File: src/rtl/guess_seq_ctrl.sv
// guess_seq_ctrl
// Sequencer for the 4-digit xAyB guess-number game. It sits between the
// keypad decoder and the dot-matrix display driver. It collects the four
// secret digits, then collects repeated four-digit guesses. Each guess is
// scored as bulls (r_a) and cows (r_b), and the score is shown with a
// blinking display enable.
//
// Ports
//   clk_div      in   clock (divided system clock)
//   reset        in   asynchronous, active-low reset
//   key_valid    in   one-cycle strobe, key_code valid
//   key_code     in   [3:0] digit code, 0-9 legal, 10-15 ignored
//   key_clear    in   one-cycle strobe: restart entry / new game from WIN
//   digit_state  out  [1:0] index of the digit being entered
//   qa_state     out  0 = entering secret, 1 = entering guess
//   match        out  1 while a scored result is displayed
//   show         out  display enable during result (blinks)
//   r_a          out  [2:0] bulls of last guess
//   r_b          out  [2:0] cows of last guess
//   guess_count  out  [3:0] scored guesses this game, saturating at 15
module guess_seq_ctrl #(
    parameter int BLINK_CYCLES  = 64,
    parameter int RESULT_HALVES = 6
) (
    input  logic       clk_div,
    input  logic       reset,
    input  logic       key_valid,
    input  logic [3:0] key_code,
    input  logic       key_clear,
    output logic [1:0] digit_state,
    output logic       qa_state,
    output logic       match,
    output logic       show,
    output logic [2:0] r_a,
    output logic [2:0] r_b,
    output logic [3:0] guess_count
);

    localparam int TW = (BLINK_CYCLES > 2) ? $clog2(BLINK_CYCLES) : 1;
    localparam int HW = $clog2(RESULT_HALVES + 1);

    typedef enum logic [2:0] {
        Q_ENTRY,
        A_ENTRY,
        COMPARE,
        RESULT,
        WIN
    } state_t;

    state_t          state_q, state_d;
    logic [1:0]      digit_q, digit_d;
    logic            qa_q, qa_d;
    logic            match_q, match_d;
    logic            show_q, show_d;
    logic [2:0]      ra_q, ra_d;
    logic [2:0]      rb_q, rb_d;
    logic [3:0]      cnt_q, cnt_d;
    logic [TW-1:0]   timer_q, timer_d;
    logic [HW-1:0]   half_q, half_d;
    logic [3:0][3:0] secret_q, secret_d;
    logic [3:0][3:0] guess_q, guess_d;

    logic            entry;
    logic            dup;
    logic            accept;
    logic            timer_term;
    logic [3:0][3:0] cur_slots;
    logic [2:0]      bulls;
    logic [2:0]      cows;

    // Score the stored guess against the secret. Digits within each phase
    // are kept distinct by the duplicate filter, so every guess digit can
    // match at most one secret digit.
    always_comb begin
        bulls = '0;
        cows  = '0;
        for (int i = 0; i < 4; i++) begin
            for (int j = 0; j < 4; j++) begin
                if (guess_q[i] == secret_q[j]) begin
                    if (i == j) bulls = bulls + 3'd1;
                    else        cows  = cows + 3'd1;
                end
            end
        end
    end

    // A key is accepted only when it is a legal digit. It must also not repeat
    // a digit already entered in the current phase. Only slots below
    // digit_state are valid. Slots left over after a clear are stale.
    always_comb begin
        entry     = (state_q == Q_ENTRY) || (state_q == A_ENTRY);
        cur_slots = (state_q == A_ENTRY) ? guess_q : secret_q;
        dup       = 1'b0;
        for (int i = 0; i < 4; i++) begin
            if ((i < int'(digit_q)) && (cur_slots[i] == key_code)) dup = 1'b1;
        end
        accept = entry && key_valid && !key_clear && (key_code <= 4'd9) && !dup;
    end

    assign timer_term = (timer_q == TW'(BLINK_CYCLES - 1));

    always_comb begin
        state_d  = state_q;
        digit_d  = digit_q;
        qa_d     = qa_q;
        match_d  = match_q;
        show_d   = show_q;
        ra_d     = ra_q;
        rb_d     = rb_q;
        cnt_d    = cnt_q;
        timer_d  = timer_q;
        half_d   = half_q;
        secret_d = secret_q;
        guess_d  = guess_q;

        case (state_q)
            Q_ENTRY, A_ENTRY: begin
                if (key_clear) begin
                    digit_d = 2'd0;
                end else if (accept) begin
                    if (state_q == Q_ENTRY) secret_d[digit_q] = key_code;
                    else                    guess_d[digit_q]  = key_code;
                    if (digit_q != 2'd3) begin
                        digit_d = digit_q + 2'd1;
                    end else if (state_q == Q_ENTRY) begin
                        state_d = A_ENTRY;
                        qa_d    = 1'b1;
                        digit_d = 2'd0;
                    end else begin
                        // digit_state stays at 3 through scoring and display
                        state_d = COMPARE;
                    end
                end
            end

            COMPARE: begin
                ra_d    = bulls;
                rb_d    = cows;
                cnt_d   = (cnt_q == 4'd15) ? cnt_q : cnt_q + 4'd1;
                match_d = 1'b1;
                show_d  = 1'b1;
                timer_d = '0;
                half_d  = '0;
                state_d = RESULT;
            end

            RESULT: begin
                if (timer_term) begin
                    timer_d = '0;
                    show_d  = !show_q;
                    half_d  = half_q + HW'(1);
                    if (half_q == HW'(RESULT_HALVES - 1)) begin
                        if (ra_q == 3'd4) begin
                            // Solved: keep blinking in WIN.
                            state_d = WIN;
                        end else begin
                            state_d = A_ENTRY;
                            match_d = 1'b0;
                            show_d  = 1'b0;
                            digit_d = 2'd0;
                        end
                    end
                end else begin
                    timer_d = timer_q + TW'(1);
                end
            end

            WIN: begin
                if (key_clear) begin
                    state_d = Q_ENTRY;
                    qa_d    = 1'b0;
                    digit_d = 2'd0;
                    match_d = 1'b0;
                    show_d  = 1'b0;
                    ra_d    = '0;
                    rb_d    = '0;
                    cnt_d   = '0;
                    timer_d = '0;
                    half_d  = '0;
                end else if (timer_term) begin
                    timer_d = '0;
                    show_d  = !show_q;
                end else begin
                    timer_d = timer_q + TW'(1);
                end
            end

            default: state_d = Q_ENTRY;
        endcase
    end

    always_ff @(posedge clk_div or negedge reset) begin
        if (!reset) begin
            state_q  <= Q_ENTRY;
            digit_q  <= '0;
            qa_q     <= 1'b0;
            match_q  <= 1'b0;
            show_q   <= 1'b0;
            ra_q     <= '0;
            rb_q     <= '0;
            cnt_q    <= '0;
            timer_q  <= '0;
            half_q   <= '0;
            secret_q <= '0;
            guess_q  <= '0;
        end else begin
            state_q  <= state_d;
            digit_q  <= digit_d;
            qa_q     <= qa_d;
            match_q  <= match_d;
            show_q   <= show_d;
            ra_q     <= ra_d;
            rb_q     <= rb_d;
            cnt_q    <= cnt_d;
            timer_q  <= timer_d;
            half_q   <= half_d;
            secret_q <= secret_d;
            guess_q  <= guess_d;
        end
    end

    assign digit_state = digit_q;
    assign qa_state    = qa_q;
    assign match       = match_q;
    assign show        = show_q;
    assign r_a         = ra_q;
    assign r_b         = rb_q;
    assign guess_count = cnt_q;

endmodule
File: config.mk
export PLATFORM = sky130hd
export DESIGN_NAME = guess_seq_ctrl
export DESIGN_NICKNAME = d
export VERILOG_FILES = /design/src/rtl/guess_seq_ctrl.sv
export SDC_FILE = /design/constraint.sdc
export NUM_CORES = 1
export LEC_CHECK = 0
export CAP_MARGIN = 30
export CORE_UTILIZATION = 56
export CTS_CLUSTER_SIZE = 14
export DETAILED_ROUTE_END_ITERATION = 10
export PLACE_DENSITY = 0.78
export REMOVE_ABC_BUFFERS = 1
export SLEW_MARGIN = 40
export SYNTH_ARGS = -nofsm -noshare
export SYNTH_HDL_FRONTEND = slang
export SYNTH_SLANG_ARGS = --single-unit
File: constraint.sdc
create_clock -name clk_div -period 6.4 [get_ports clk_div]
set_input_delay 1.28 -clock clk_div [delete_from_list [all_inputs] [get_ports clk_div]]
set_output_delay 1.28 -clock clk_div [all_outputs]
set_load 0.01 [all_outputs]
Word-level counts from Yosys, hierarchy flattened

Cells that the tools add are included.

Register bits: 59
Latch bits: 0
RAM bits: 0
ROM bits: 0
Bits of input ports: 8
Output and inout port bits: 15
Logic and storage cells: 180
Memories kept: 0

Add/sub/neg operators: 18
Multiply operators: 0
Div/mod/pow operators: 0
Order comparisons: 6
Eq/ne operators: 40
Shifts and indexed selects: 0
Muxes and demuxes: 68
Bitwise operators: 2
Reduce and logical (&&, ||, !) cells: 28

Operator list:

| kind                                                | count |
|---|---|
| equality test 4 bit                                 | 19 |
| two-way mux 3 bit                                   | 22 |
| adder 3 x 1 -> 3 bit, second input constant         | 15 |
| bitwise mux 16 bit                                  | 2 |
| != test 2 bit, second input constant                | 10 |
| two-way mux 1 bit                                   | 18 |
| two-way mux 2 bit                                   | 9 |
| case mux 6 bit (3 select lines)                     | 1 |
| two-way mux 12 bit                                  | 1 |
| two-way mux 4 bit                                   | 3 |
| two-way mux 6 bit                                   | 2 |
| case mux 3 bit (2 select lines)                     | 2 |
| case mux 3 bit (4 select lines)                     | 1 |
| AND reduction 6 bit                                 | 2 |
| equality test 3 bit, second input constant          | 3 |
| case mux 3 bit (3 select lines)                     | 1 |
| AND reduction 3 bit                                 | 3 |
| demux 4 bit (select 2 bit)                          | 1 |
| logical AND 1 bit                                   | 8 |
| case mux 4 bit (2 select lines)                     | 1 |
| AND reduction 4 bit                                 | 2 |
| AND reduction 7 bit                                 | 1 |
| adder 6 x 1 -> 6 bit, second input constant         | 1 |
| equality test 3 x 2 -> 1 bit, second input constant | 2 |
| 24 further kinds                                    | 32 |

Longest topological paths before layout

Gate-level depths: netlist of the first run.

Depth in word-level cells: 25
Depth in mapped cells: 33
Gate-level depth less buffers: 32

Worst setup path after synthesis of the first run

Ideal clock, no wire load.

Path kind: reg-to-reg
From: reg secret_q[6] in the netlist's numbering
To: reg rb_q[2] (netlist: r_b[2])
Setup time: 131 ps
Data arrival time: 6292 ps
Required time: 6269 ps
Setup slack: -24 ps
Cell stages (with the launch flop): 31
Buffers on the path: 1
Clock period less this slack: 6424 ps
Cells stage by stage: dfrtp_1 clkbuf_1 xnor2_1 and4_1 ha_1 inv_1 xnor2_1 ha_1 xnor3_1 a22oi_1 nand2_1 ha_1 xnor3_1 and3_1 or3_1 ha_1 nand2_1 o31ai_1 a31oi_1 xor2_1 nand2_1 and3_1 ha_1 a32o_1 ha_1 nand2_1 xor2_1 xnor2_1 xnor2_1 a211oi_1 or3b_1

Longest elaborated chain between the ends: 25
Elaborated cells between the ends (all ways): 27
Classes of those cells: add/sub: 11; eq/ne: 3; mux: 13

Ends and longest elaborated chain:

| item                              | line | source |
|---|---|---|
| from (decl)                       | 60   | `logic [3:0][3:0] secret_q, secret_d;` |
| from (signal assigned)            | 217  | `secret_q <= secret_d;` |
| equality test 4 bit               | 79   | `if (guess_q[i] == secret_q[j]) begin` |
| two-way mux 1 bit                 | 79   |  |
| adder 3 x 1 -> 3 bit              | 81   | `else cows = cows + 3'd1;` |
| two-way mux 3 bit                 | 79   |  |
| adder 3 x 1 -> 3 bit              | 81   |  |
| two-way mux 3 bit                 | 79   |  |
| adder 3 x 1 -> 3 bit              | 81   |  |
| two-way mux 3 bit                 | 79   |  |
| (+9 left out)                     | n/a  |  |
| two-way mux 3 bit                 | 79   |  |
| adder 3 x 1 -> 3 bit              | 81   |  |
| two-way mux 3 bit                 | 79   |  |
| adder 3 x 1 -> 3 bit              | 81   |  |
| two-way mux 3 bit *               | 79   |  |
| adder 3 x 1 -> 3 bit              | 81   |  |
| two-way mux 3 bit *               | 79   |  |
| case mux 3 bit (2 select lines) * | 116  | `case (state_q)` |
| to (signal assigned)              | 213  | `rb_q <= rb_d;` |
| to (decl)                         | 56   | `logic [2:0] rb_q, rb_d;` |

Every way passes the cells marked *; elsewhere a longest branch is shown, timed or not.
A chain may end at the register's enable or synchronous reset.

Worst setup path in the final report of the first run

From: reg guess_q[0] in the netlist's numbering
To: reg rb_q[2] (netlist: r_b[2])

Longest elaborated chain between the ends: 25
Elaborated cells between the ends (all ways): 27
Classes of those cells: add/sub: 11; eq/ne: 3; mux: 13

Ends and longest elaborated chain:

| item                              | line | source |
|---|---|---|
| from (decl)                       | 61   | `logic [3:0][3:0] guess_q, guess_d;` |
| from (signal assigned)            | 218  | `guess_q <= guess_d;` |
| equality test 4 bit               | 79   |  |
| two-way mux 1 bit                 | 79   |  |
| adder 3 x 1 -> 3 bit              | 81   |  |
| two-way mux 3 bit                 | 79   |  |
| adder 3 x 1 -> 3 bit              | 81   |  |
| two-way mux 3 bit *               | 79   |  |
| adder 3 x 1 -> 3 bit              | 81   |  |
| two-way mux 3 bit *               | 79   |  |
| (+9 left out)                     | n/a  |  |
| two-way mux 3 bit *               | 79   |  |
| adder 3 x 1 -> 3 bit              | 81   |  |
| two-way mux 3 bit *               | 79   |  |
| adder 3 x 1 -> 3 bit              | 81   |  |
| two-way mux 3 bit *               | 79   |  |
| adder 3 x 1 -> 3 bit              | 81   |  |
| two-way mux 3 bit *               | 79   |  |
| case mux 3 bit (2 select lines) * | 116  |  |

Marks and branches as above.

==> results of run 1 <==
-- worst reg2reg max path, delay by kind of cell, from the launching register on --
kind	cells	cell delay (ns)
compound gates	8	1.29
xor+xnor	7	1.19
fa+ha+maj	6	1.37
buf+inv	5	0.48
flops	1	0.44
simple gates	8	1.37
-- timing repair --
| item | CTS | global route |
|---|---|---|
| buffers inserted | 3 | 14 |
| setup endpoints to repair | 1 | 1 |
| gates resized for setup | 10 | 23 |
| pin swaps | 5 | 31 |
-- flip-flops by register name, summed over array words and instances (netlist names) --
name,flops
guess_count,4
state_q,3
show,1
r_b,3
timer_q,6
r_a,3
digit_state,2
qa_state,1
half_q,3
secret_q,16
match,1
guess_q,16
-- layout by cell type (no fill, tap or decap), types with 10 or more instances in the layout --
| master | count |
|---|---|
| a21oi_1 | 16 |
| buf_4 | 51 |
| clkbuf_8 | 12 |
| clkdlybuf4s50_1 | 21 |
| dfrtp_1 | 55 |
| ha_1 | 18 |
| inv_1 | 13 |
| mux2_1 | 18 |
| mux2_2 | 18 |
| mux2i_1 | 14 |
| nand2_1 | 41 |
| nand3_1 | 18 |
| nand4_1 | 10 |
| nor2_1 | 25 |
| o21ai_0 | 20 |
| xnor2_1 | 55 |
| xor2_1 | 40 |
-- cells by family after synthesis --
logic type / share of synthesized area
AND/OR/NAND/NOR: 0.164
XOR/XNOR: 0.208
AO/OA/AOI/OAI: 0.0964
buffers and inverters: 0.0587
flip-flops: 0.301
multiplexers: 0.113
adder cells (fa/ha/maj): 0.0587
-- cell type report --
class | count | area, µm²
Inverter | 16 | 62.6
Tap cell | 105 | 131
Timing Repair Buffer | 74 | 609
Multi-Input combinational cell | 404 | 3320
Clock inverter | 2 | 35.0
Fill cell | 614 | 2530
Clock buffer | 12 | 165
Sequential cell | 59 | 1480
-- per-layer routing --
layer | share of wire | global-route usage | routed length [µm]
met1 | 0.42 | 0.364 | 5220
met2 | 0.50 | 0.463 | 6220
met3 | 0.051 | 0.0510 | 637
met4 | 0.028 | 0.123 | 347
met5 | 0 | 0 | 0
-- synth_stat cells (all sizes together), types with 15 or more instances --
| cell | instances |
|---|---|
| ha | 23 |
| mux2i | 15 |
| nand3 | 18 |
| xor2 | 44 |
| nor2 | 25 |
| dfrtp | 59 |
| a21oi | 16 |
| o21ai | 24 |
| inv | 16 |
| buf | 26 |
| clkbuf | 23 |
| mux2 | 36 |
| xnor2 | 61 |
| nand2 | 42 |
-- through the flow --
stage / area, µm² / hold WS (ns) / std cells / TNS [ns] / util
after floorplan: 4680 / 0.457 / 479 / 0 / -
after detailed placement: 5290 / 0.473 / 641 / -0.200 / 0.635
after CTS: 5550 / 0.490 / 658 / 0 / 0.665
after global routing: 5810 / 0.508 / 672 / -0.121 / 0.696
after global placement: 5290 / 0.469 / 641 / 0 / 0.634
final: 5810 / 0.485 / 672 / 0 / 0.696
-- final timing paths --
| kind | to | slack [ns] | depth (start not counted) |
|---|---|---|---|
| max | r_b[2] | 0.15 | 34 |
| max reg2reg | r_b[2] | 0.15 | 34 |
| min in group asynchronous | r_a[0] | 1.07 | 2 |
| max in group asynchronous | guess_q[2] | 4.75 | 2 |
| min reg2reg | qa_state | 0.48 | 2 |
| min | qa_state | 0.48 | 2 |
==> load_flow_metrics.sql, run 1 <==
INSERT INTO impl_metrics (metric_group, metric, value, unit) VALUES
('yosys', 'ys_async_sr_fraction', '1.00', ''),
('critical_path', 'critical_path_maximum_fanout', '4', ''),
('detailed_routing', 'drc_errors', '0', ''),
('timing', 'post-route-period-util', '0.977', ''),
('critical_path', 'worstSetupEndpointType', 'flop', ''),
('timing', 'timing.final.ws_setup', '0.146', 'ns'),
('critical_path', 'crit_path_top_delay_cell', 'dfrtp_2', ''),
('detailed_routing', 'route.final.wire_length', '12400', 'µm'),
('final_layout', 'layout-drive-gt1-share', '0.226', ''),
('timing', 'final-setup-viol-count', '0', ''),
('detailed_routing', 'via_density', '6.00', ''),
('timing', 'max_slew.worst_pin.slew', '0.761', 'ns'),
('timing', 'finClkSkew', '0.0106', 'ns'),
('yosys', 'yosysSeqAreaShare', '0.301', ''),
('die', 'floorplan.io_pins', '23', ''),
('critical_path', 'timing_worst_setup_path_type', 'flop to flop', ''),
('yosys', 'top_cell_type_by_total_area_after_synthesis', 'dfrtp_1', ''),
('global_route', 'first_global_vias', '3953', ''),
('final_layout', 'insertedDiodeCount', '0', ''),
('die', 'initial_utilization', '0.588', ''),
('yosys', 'number_of_storage_elements_in_the_synthesis_netlist', '59', ''),
('critical_path', 'crit_path_start', 'guess_q[0]', ''),
('global_route', 'grt_max_degree', '60', ''),
('yosys', 'synth-edff-count', '0', ''),
('critical_path', 'required', '6.62', 'ns'),
('yosys', 'synthesized_instance_count', '528', ''),
('yosys', 'ys_dominant_reg_cell', 'dfrtp_1', ''),
('clock_network', 'cts_root_buf', 'clkbuf_8', ''),
('placement', 'dp_slack', '-0.200', 'ns'),
('clock_network', 'tritoncts.num_buffers', '9', ''),
('timing', 'timing.fmax', '0.160', 'GHz'),
('die', 'die_width', '95.6', 'µm'),
('hold_path', 'timing.hold.worst.start', 'qa_state', ''),
('placement', 'place.detailed.hpwl', '8600', 'µm'),
('clock_network', 'cts.sinks', '59', ''),
('timing', 'finalHoldViolCount', '0', ''),
('flow_run', 'maxCapViolations', '0', ''),
('global_route', 'grt_remaining_overflow', '0', ''),
('clock_network', 'worst_setup_hold_path_clk_slew', '0.07', 'ns'),
('detailed_routing', 'drt-wirelength-per-cell', '18.5', 'µm'),
('die', 'die_height', '95.6', 'µm'),
('placement', 'finalWeightedCongestion', '0.909', ''),
('detailed_routing', 'drtIter0Drc', '326', ''),
('yosys', 'synth.yosys.warnings', '0', ''),
('timing', 'final_critical_period', '6.25', 'ns'),
('critical_path', 'worstPathArrival', '6.47', 'ns'),
('clock_network', 'total_number_of_h_tree_levels', '3', ''),
('hold_path', 'class_of_the_worst_hold_path', 'flop to flop', ''),
('clock_network', 'cts_tree', 'built', ''),
('critical_path', 'cpPeakStageDelay', '0.44', 'ns'),
('yosys', 'synth_largest_type_area_fraction', '0.301', ''),
('final_layout', 'syn_to_final_growth', '18.4', '%'),
('final_layout', 'finish.net_count', '595', ''),
('yosys', 'netlist-cell-type-count', '57', ''),
('yosys', 'syn-mean-instance-area', '9.29', 'µm²'),
('die', 'rows', '33', ''),
('detailed_routing', 'postRouteAntennaNets', '0', ''),
('clock_network', 'ctsLongestPathBuffers', '2', ''),
('timing', 'worst_relative_slew_slack', '0.493', ''),
('detailed_routing', 'firstDrtPassIters', '5', ''),
('yosys', 'netlist_area', '0.00491', 'mm²'),
('critical_path', 'crit-reg2reg-launch', 'guess_q[0]', ''),
('die', 'core_area', '0.00834', 'mm²'),
('run_status', 'status', 'completed', ''),
('critical_path', 'path_buf_inv', '5', ''),
('timing', 'final_count_of_pins_violating_max_slew', '0', ''),
('global_route', 'grt_pass1_wl', '19400', 'µm'),
('global_route', 'antenna_found_initial', '0', ''),
('clock_network', 'clk-insertion-delay-late', '0.34', 'ns'),
('placement', 'port_buffers', '22', ''),
('die', 'area_enclosed_by_the_die_boundary', '0.00914', 'mm²'),
('critical_path', 'cpLargestDelayFamily', 'simple AND/OR/NAND/NOR gates', ''),
('yosys', 'synth.area.top_cells', 'dfrtp_1 (30%), xnor2_1 (11%), xor2_1 (7.7%)', ''),
('clock_network', 'total_of_hold_buffers_inserted_after_clock_tree_synthesis', '0', ''),
('detailed_routing', 'vias', '4030', ''),
('global_route', 'grt.total_usage', '0.283', ''),
('critical_path', 'setup.worst_path.start_class', 'flop', '');
Power of run 1 is not shown: default switching activity piles up to over one toggle a cycle in this logic, so the estimate is an artifact.
==> run 2, diff against run 1 <==
- CORE_UTILIZATION: 56 -> 61
- PLACE_DENSITY: 0.78 -> 0.8
- clock period: 6.4 -> 7.2 ns (I/O delays scaled with it)
==> load_flow_metrics.sql, run 2 (same netlist as run 1, synthesis figures left out) <==
INSERT INTO impl_metrics (metric_group, metric, value, unit) VALUES
('clock_network', 'cts.sinks', '59', ''),
('hold_path', 'class_of_the_worst_hold_path', 'flop to flop', ''),
('final_layout', 'layout.cells.most_common', 'xnor2_1', ''),
('final_layout', 'syn_to_final_growth', '7.68', '%'),
('die', 'floorplan.io_pins', '23', ''),
('critical_path', 'cpPeakStageDelay', '0.48', 'ns'),
('timing', 'whs', '0.496', 'ns'),
('detailed_routing', 'drtIter0Drc', '251', ''),
('detailed_routing', 'drc_errors', '0', ''),
('global_route', 'grt_pass1_wl', '18200', 'µm'),
('die', 'area_enclosed_by_the_die_boundary', '0.00841', 'mm²'),
('global_route', 'grt_remaining_overflow', '0', ''),
('final_layout', 'layout-drive-gt1-share', '0.108', ''),
('die', 'initial_utilization', '0.632', ''),
('critical_path', 'timing_worst_setup_path_type', 'flop to flop', ''),
('final_layout', 'finish.net_count', '547', ''),
('critical_path', 'worstSetupEndpointType', 'flop', ''),
('final_layout', 'stdcell_count', '622', ''),
('timing', 'finClkSkew', '0.0134', 'ns'),
('timing', 'post-route-period-util', '0.938', ''),
('detailed_routing', 'drt-wirelength-per-cell', '17.5', 'µm'),
('clock_network', 'total_number_of_h_tree_levels', '3', ''),
('placement', 'finalWeightedCongestion', '0.840', ''),
('die', 'die_width', '91.7', 'µm'),
('clock_network', 'cts_tree', 'built', ''),
('clock_network', 'ctsLongestPathBuffers', '2', ''),
('critical_path', 'required', '7.42', 'ns'),
('global_route', 'grt_max_degree', '60', ''),
('global_route', 'grt.total_usage', '0.276', ''),
('timing', 'timing.fmax', '0.148', 'GHz'),
('timing', 'final-setup-viol-count', '0', ''),
('clock_network', 'total_of_hold_buffers_inserted_after_clock_tree_synthesis', '0', ''),
('timing', 'final_count_of_pins_violating_max_slew', '0', ''),
('critical_path', 'crit_path_start', 'secret_q[7]', ''),
('critical_path', 'crit_path_top_delay_cell', 'dfrtp_1', ''),
('timing', 'worst_relative_slew_slack', '0.435', ''),
('critical_path', 'critPathMostFrequentCell', 'ha_1', ''),
('detailed_routing', 'vias', '3725', ''),
('timing', 'setup_tns', '0', 'ns'),
('die', 'core_area', '0.00777', 'mm²'),
('flow_run', 'maxCapViolations', '0', ''),
('clock_network', 'clk-insertion-delay-late', '0.34', 'ns'),
('timing', 'final_critical_period', '6.75', 'ns'),
('global_route', 'antenna_found_initial', '0', ''),
('detailed_routing', 'route.final.wire_length', '10900', 'µm'),
('global_route', 'first_global_vias', '3722', ''),
('placement', 'placed_cells', '606', ''),
('final_layout', 'fillCellCount', '616', ''),
('final_layout', 'sequential_standard_cell_area', '0.00148', 'mm²'),
('detailed_routing', 'via_density', '5.99', ''),
('final_layout', 'final_core_utilization', '0.680', ''),
('critical_path', 'setup.worst_path.start_class', 'flop', ''),
('final_layout', 'insertedDiodeCount', '0', ''),
('critical_path', 'path_buf_inv', '1', ''),
('critical_path', 'crit-reg2reg-launch', 'secret_q[7]', ''),
('die', 'rows', '32', ''),
('critical_path', 'cpLargestDelayFamily', 'XOR/XNOR gates', ''),
('timing', 'finalHoldViolCount', '0', ''),
('final_layout', 'top_library_cells_by_usage_in_the_layout_fill_and_taps_aside', 'xnor2_1 (58), dfrtp_1 (56), xor2_1 (43)', ''),
('clock_network', 'worst_setup_hold_path_clk_slew', '0.08', 'ns'),
('detailed_routing', 'firstDrtPassIters', '5', ''),
('hold_path', 'timing.hold.worst.start', 'show', ''),
('placement', 'port_buffers', '22', ''),
('die', 'die_height', '91.7', 'µm'),
('run_status', 'status', 'completed', ''),
('placement', 'place.detailed.hpwl', '7960', 'µm'),
('final_layout', 'multi_input_comb_area', '0.00317', 'mm²'),
('clock_network', 'tritoncts.num_buffers', '9', ''),
('detailed_routing', 'postRouteAntennaNets', '0', ''),
('critical_path', 'critical_path_maximum_fanout', '6', ''),
('critical_path', 'worstPathArrival', '6.97', 'ns'),
('timing', 'max_slew.worst_pin.slew', '0.847', 'ns'),
('clock_network', 'cts_root_buf', 'clkbuf_8', ''),
('timing', 'rsz0062_at_grt', 'no', ''),
('final_layout', 'layout_top_registers', 'guess_q x16, secret_q x16, timer_q x6', '');
==> run 2: cell types whose count changed in the layout (fill, tap and decap cells not counted), sizes merged <==
cell	delta
clkbuf	-2
clkinv	+3
buf	-48
==> run 2: cell type report <==
| cell class | instances | area share |
|---|---|---|
| well taps | 102 | 0.0242 |
| clock inverters | 5 | 0.0102 |
| inverters | 16 | 0.0114 |
| flip-flops and latches | 59 | 0.280 |
| multi-input cells | 404 | 0.601 |
| repair buffers | 26 | 0.0471 |
| clock buffers | 10 | 0.0261 |
==> run 2: worst register-to-register path, delay by kind of cell (launching register included) <==
family | cells | cell delay [ns]
xor gates and xnor gates | 8 | 1.81
adders and majority gates | 6 | 1.75
and+or+nand+nor | 9 | 1.65
AOI/OAI and AO/OA | 5 | 0.81
DFF | 1 | 0.48
buffers and inverters | 1 | 0.13
==> run 2: per-stage QoR <==
step           worst slack (ns)  area (µm²)
2_1_floorplan             0.823        4680
3_3_place_gp              0.560        5040
3_5_place_dp              0.346        5060
4_1_cts                   0.326        5250
5_1_grt                 0.00885        5280
6_report                  0.448        5280
==> run 2: final timing paths <==
path	endpoint	slack, ns	cells past startpoint
setup / recovery	r_b[2]	0.45	29
hold / removal	show	0.50	1
setup reg to reg	r_b[2]	0.45	29
hold reg to reg	show	0.50	1
max in group asynchronous	guess_q[2]	5.61	2
min in group asynchronous	r_b[0]	1.14	2
==> run 2: routing by layer <==
metal  part of all wire  vias to the layer above  GRT usage
met4              0.024                        0      0.104
li1                   -                     1797          -
met3              0.042                       24     0.0448
met2               0.49                      101      0.465
met5                  0                        -          0
met1               0.45                     1803      0.358
==> run 2: timing repair <==
| item | CTS | global route |
|---|---|---|
| setup endpoints to repair | 0 | 1 |
| setup buffers | 0 | 1 |
| gates resized for setup | 0 | 5 |
Power of run 2 is left out for the same reason.
==> run 3, diff against run 2 <==
- SKIP_LAST_GASP: not set -> 1
==> results of run 3 <==
The final DEF is identical to that of run 2; final timing and power are the same.
Power of run 3 is left out for the same reason.
==> variant 1, RTL diff (config.mk and constraints of run 1) <==
Encoding of `state_t`: now one-hot (5 bits for 5 states).
--- a/src/rtl/guess_seq_ctrl.sv
+++ b/src/rtl/guess_seq_ctrl.sv
@@ -39,12 +39,12 @@
     localparam int TW = (BLINK_CYCLES > 2) ? $clog2(BLINK_CYCLES) : 1;
     localparam int HW = $clog2(RESULT_HALVES + 1);
 
-    typedef enum logic [2:0] {
-        Q_ENTRY,
-        A_ENTRY,
-        COMPARE,
-        RESULT,
-        WIN
+    typedef enum logic [4:0] {
+        Q_ENTRY = 5'b00001,
+        A_ENTRY = 5'b00010,
+        COMPARE = 5'b00100,
+        RESULT  = 5'b01000,
+        WIN     = 5'b10000
     } state_t;
 
     state_t          state_q, state_d;
Behaviour: same outputs for any inputs over 4 cycles, from zero or initial values and one cycle with reset low; so few cycles prove little.
==> variant 1 against run 1 <==
Routed wire length is 5.5% lower; non-clock buffer count is 11 lower; count of clock-buffer cells in the layout is 2 lower; synthesized cell count is 1.3% higher; worst setup slack better by 0.14 ns; area after synthesis is 2.0% higher; final area is 1.1% higher; sequential cell count is 2 higher; largest cell class unchanged; highest routed layer unchanged.
Power is not shown: default switching activity piles up to over one toggle a cycle in this logic, so the estimate is an artifact.
==> variant 1: results (changes against run 1) <==
stage	metric	value	unit	change
cts	cts_htree_levels	3		unchanged
routing	drt_iter0_drc	180		-45%
global_route	grt_max_degree	62		+3.3%
logic_synthesis	synthAdderAreaFrac	5.750	%	-0.12 points
cts	clk_pin_slew_worst_paths	0.08	ns	
logic_synthesis	async_flop_share	100.0	%	unchanged
cts	clock_path_buffers	2		unchanged
critical_path	worst_path_max_delay_cell	xnor3_1		
critical_path	critPathMaxStageDelay	0.44	ns	about the same
global_route	grt_usage	26.47	%	-1.8 points
place	io_buffers	22		unchanged
critical_path	worstPathArrival	6.35	ns	-0.12 ns
logic_synthesis	ys_top_cells_by_area	dfrtp_1 30%, xnor2_1 10%, xor2_1 6.8%		
routing	dr_wl_met3	551	um	-14%
finish	drive_gt1_share	25.13	%	+2.6 points
sta	max_slew_margin	48.79	%	-0.47 points
global_route	grt_pass1_wl	18550	um	-4.6%
place	gp_congestion	0.8821		-2.9%
routing	detail_route.wirelength.met1	5007	um	-4.0%
logic_synthesis	synth_seq_area_share	30.53	%	+0.43 points
global_route	antenna_found_initial	0		unchanged
cts	insertion_delay	0.35	ns	
routing	vias_per_cell	5.793		-3.4%
routing	dr.pass1.iters	4		-1
cts	clockRootBuffer	clkbuf_8		
logic_synthesis	yosysWarnings	0		unchanged
logic_synthesis	synth_cell_type_count	60		+5.3%
routing	wirelength	11740	um	-5.5%
critical_path	critPathMaxFanout	4		unchanged
routing	wl_met2	5855	um	-5.9%
sta	finClkSkew	0.01283	ns	+0.002240 ns
logic_synthesis	synth_compound_area_share	10.48	%	+0.83 points
routing	top_layer_used	met4		
cts	cts_buffers	9		unchanged
sta	holdWs	0.4798	ns	-0.005109 ns
finish	nets	595		unchanged
worst_hold_path	hold_path.class	flip-flop to flip-flop		
outcome	outcome	completed		
place	dp_hpwl	8659	um	+0.72%
finish	diodes	0		unchanged
logic_synthesis	synthXorXnorAreaFrac	20.42	%	-0.41 points
finish	top_regs	guess_q (16), secret_q (16), timer_q (6)		
global_route	grt_pass1_vias	3863		-2.3%
cts	cts_tree	built		
logic_synthesis	synth_common_cells	60 x dfrtp_1, 57 x xnor2_1, 41 x nand2_1, 39 x xor2_1, 30 x mux2_2		
logic_synthesis	muxShareOfSynthArea	10.45	%	-0.87 points
-- variant 1: cell types whose count changed in the layout (fill, tap and decap cells not counted), moves of 5 or more --
| cell | before | now |
|---|---|---|
| mux2_2 | 18 | 29 |
| nand3b_1 | 0 | 5 |
| xnor2_1 | 55 | 50 |
| buf_4 | 51 | 40 |
| inv_1 | 13 | 20 |
| mux2_1 | 18 | 4 |
-- variant 1: final cells by class --
type                    count  area, um^2
repair buffers             63       526.8
fillers                   692        2808
flip-flops and latches     61        1533
clock inverters             6       87.58
clock buffers              10       127.6
multi-input cells         408        3382
well taps                 108       135.1
inverters                  21       78.83
-- variant 1: metrics by stage --
stage | utilization (%) | cell area, um^2 | TNS, ns | worst slack (ns) | instances
2_1_floorplan | - | 4795 | 0 | 0.03775 | 490
3_3_place_gp | 61.88 | 5370 | 0 | 0.2148 | 650
3_5_place_dp | 62.01 | 5381 | -0.02710 | -0.02710 | 650
4_1_cts | 64.58 | 5604 | 0 | 0.01037 | 666
5_1_grt | 67.65 | 5871 | -0.1110 | -0.1110 | 677
6_report | 67.65 | 5871 | 0 | 0.2832 | 677
-- variant 1: logic make-up (layout without fill, tap and decap cells) --
group                      count (synthesis)  after routing
and+or+nand+nor                          149            149
xor gates and xnor gates                 105            105
AOI/OAI and AO/OA                         83             83
buffers and inverters                     66            100
DFF                                       61             61
muxes                                     48             48
adders and majority gates                 23             23
-- variant 1: repair_timing --
| item | 4_1_cts | 5_1_grt |
|---|---|---|
| gates resized for setup | 5 | 35 |
| endpoints found under the setup margin | 1 | 2 |
| setup buffers | 0 | 11 |
| pin swaps | 0 | 16 |
-- variant 1: critical path: cells and delay by family (launching register included) --
family          cells  cell delay (ns)
xor+xnor           10             2.03
fa+ha+maj           5             1.27
simple gates        7             1.08
compound gates      5             0.59
flops               1             0.40
buf+inv             3             0.34
mux                 1             0.28
-- variant 1: path summary, 6_finish.rpt --
kind                             start    endpoint  slack (ns)  depth (start not counted)
setup reg to reg           secret_q[1]      r_b[2]        0.28                         31
hold / removal              timer_q[5]  timer_q[5]        0.48                          1
hold reg to reg             timer_q[5]  timer_q[5]        0.48                          1
max in group asynchronous        reset  guess_q[3]        4.95                          2
setup / recovery           secret_q[1]      r_b[2]        0.28                         31
min in group asynchronous        reset      r_a[2]        0.98                          2
-- variant 1: routing by layer --
metal,vias up,track usage (%)
met3,28,4.538
met5,-,0
met2,96,44.42
met1,1918,33.76
met4,0,10.66
li1,1880,-
==> variant 2, RTL diff (flow settings as in run 1) <==
Made on the original files. Set the parameter `BLINK_CYCLES` to 32 (it was 64).
--- a/src/rtl/guess_seq_ctrl.sv
+++ b/src/rtl/guess_seq_ctrl.sv
@@ -19,7 +19,7 @@
 //   r_b          out  [2:0] cows of last guess
 //   guess_count  out  [3:0] scored guesses this game, saturating at 15
 module guess_seq_ctrl #(
-    parameter int BLINK_CYCLES  = 64,
+    parameter int BLINK_CYCLES  = 32,
     parameter int RESULT_HALVES = 6
 ) (
     input  logic       clk_div,
Check against the original RTL: no difference found for any inputs over 4 cycles, from zero or initial values and one cycle with reset low; that may be too few to reach the edited logic, so the function may still have changed.
==> variant 2 against run 1 <==
The flow now finishes with violations (negative setup slack); sequential cell count down 1; routed wire length decreased by 5.2%; largest cell class unchanged; sequential share of layout area decreased by 1.1 points; via count decreased by 0.50%; worst setup slack lost 0.18 ns; critical path type unchanged; final area up 2.7%; area after synthesis decreased by 1.6%.
Power is not shown: default switching activity piles up to over one toggle a cycle in this logic, so the estimate is an artifact.
==> variant 2: results (changes against run 1) <==
stage	metric	value	unit	change
finish	top_regs	guess_q (16), secret_q (16), timer_q (5)		
critical_path	r2r_cells	34		unchanged
logic_synthesis	ys_top_cells_by_area	dfrtp_1 30%, xnor2_1 8.9%, xor2_1 8.9%		
critical_path	ff2ff_setup_slack	-0.03	ns	-0.18 ns
global_route	grt_usage	27.57	%	-0.69 points
cts	post_cts_buffers	8		+5
place	postPlaceCellArea	5404	um^2	+2.1%
critical_path	worst_path_max_delay_cell	dfrtp_1		
worst_hold_path	hold_path.class	flip-flop to flip-flop		
logic_synthesis	yosysWarnings	0		unchanged
finish	diodes	0		unchanged
logic_synthesis	async_flop_share	100.0	%	unchanged
outcome	violations	negative setup slack		
critical_path	critPathMaxStageDelay	0.40	ns	-0.04 ns
sta	max_slew_margin	45.18	%	-4.1 points
cts	cts_hold_buf	0		unchanged
critical_path	r2r_end	r_b[2]		
critical_path	cp_top_family	XOR/XNOR gates		
logic_synthesis	synth_ff_type	dfrtp_1		
sta	setup_violations	1		+1
place	dp_hpwl	8305	um	-3.4%
routing	drt_iter0_drc	251		-23%
place	gp_congestion	0.8797		-3.2%
worst_hold_path	hold_end	match		
routing	vias	4010		-0.50%
routing	dr.pass1.iters	4		-1
cts	clock_path_buffers	2		unchanged
cts	clockRootBuffer	clkbuf_8		
finish	drive_gt1_share	28.72	%	+6.1 points
critical_path	startpoint	guess_q[0]		
finish	nets	613		+3.0%
logic_synthesis	synth_seq_area_share	30.05	%	-0.043 points
logic_synthesis	synth_cell_type_count	55		-3.5%
worst_hold_path	hold_depth	2		unchanged
routing	wirelength	11780	um	-5.2%
critical_path	worstPathArrival	6.70	ns	+0.23 ns
global_route	antenna_found_initial	0		unchanged
cts	cts_resized	30		+20
cts	insertion_delay	0.35	ns	
logic_synthesis	synth_common_cells	58 x dfrtp_1, 56 x nand2_1, 49 x xnor2_1, 49 x xor2_1, 35 x mux2_2		
outcome	outcome	finished, violations left		
place	io_buffers	22		unchanged
global_route	grt_max_degree	59		-1.7%
sta	setup_slack	-0.03376	ns	-0.1796 ns
sta	finClkSkew	0.01408	ns	+0.003490 ns
global_route	grt_pass1_wl	19060	um	-2.0%
critical_path	critPathMaxFanout	5		+1
cts	clk_pin_slew_worst_paths	0.07	ns	about the same
cts	cts_htree_levels	3		unchanged
worst_hold_path	min_from	match		
## variant 2: changes by cell type after synthesis, moves of 6 or more
cell	delta
a21oi_1	-6
buf_2	-13
clkbuf_1	+9
mux2_1	-18
mux2_2	+17
nand2_1	+14
nor4_1	+6
xnor2_1	-10
xor2_1	+6
## variant 2: layout make-up
cell class / instances / area, um^2
Multi-Input combinational cell: 404 / 3388
Inverter: 21 / 81.33
Tap cell: 105 / 131.4
Fill cell: 587 / 2338
Clock buffer: 10 / 137.6
Timing Repair Buffer: 87 / 714.4
Clock inverter: 5 / 55.05
Sequential cell: 58 / 1453
## variant 2: kinds of logic (layout without fill, tap and decap cells)
kind of cell	after synthesis	in the layout	share of synthesized area (%)
AO/OA/AOI/OAI	62	62	8.187
flip-flops	58	58	30.05
AND/OR/NAND/NOR	161	161	17.31
XOR/XNOR	104	104	20.57
buffers and inverters	69	123	5.777
multiplexers	53	53	11.89
adder cells (fa/ha/maj)	24	24	6.218
## variant 2: metrics by stage
| step | worst slack (ns) | setup TNS [ns] | std cells | utilization, % | hold WS [ns] |
|---|---|---|---|---|---|
| after floorplan | -0.7786 | -0.7786 | 483 | - | 0.4740 |
| after CTS | 0.003686 | 0 | 686 | 70.13 | 0.4854 |
| final | -0.03376 | -0.03376 | 690 | 71.82 | 0.4895 |
| after global placement | -0.1452 | -0.1452 | 663 | 64.96 | 0.4605 |
| after global routing | -0.3793 | -0.3793 | 690 | 71.82 | 0.5036 |
| after detailed placement | -0.4456 | -0.4456 | 663 | 65.11 | 0.4692 |
## variant 2: routing by layer
layer | global-route usage, % | vias to the layer above | wire length, um
li1 | - | 1914 | -
met1 | 35.86 | 1970 | 5347
met2 | 45.20 | 95 | 5686
met3 | 4.187 | 31 | 439
met4 | 12.25 | 0 | 303
met5 | 0 | - | 0
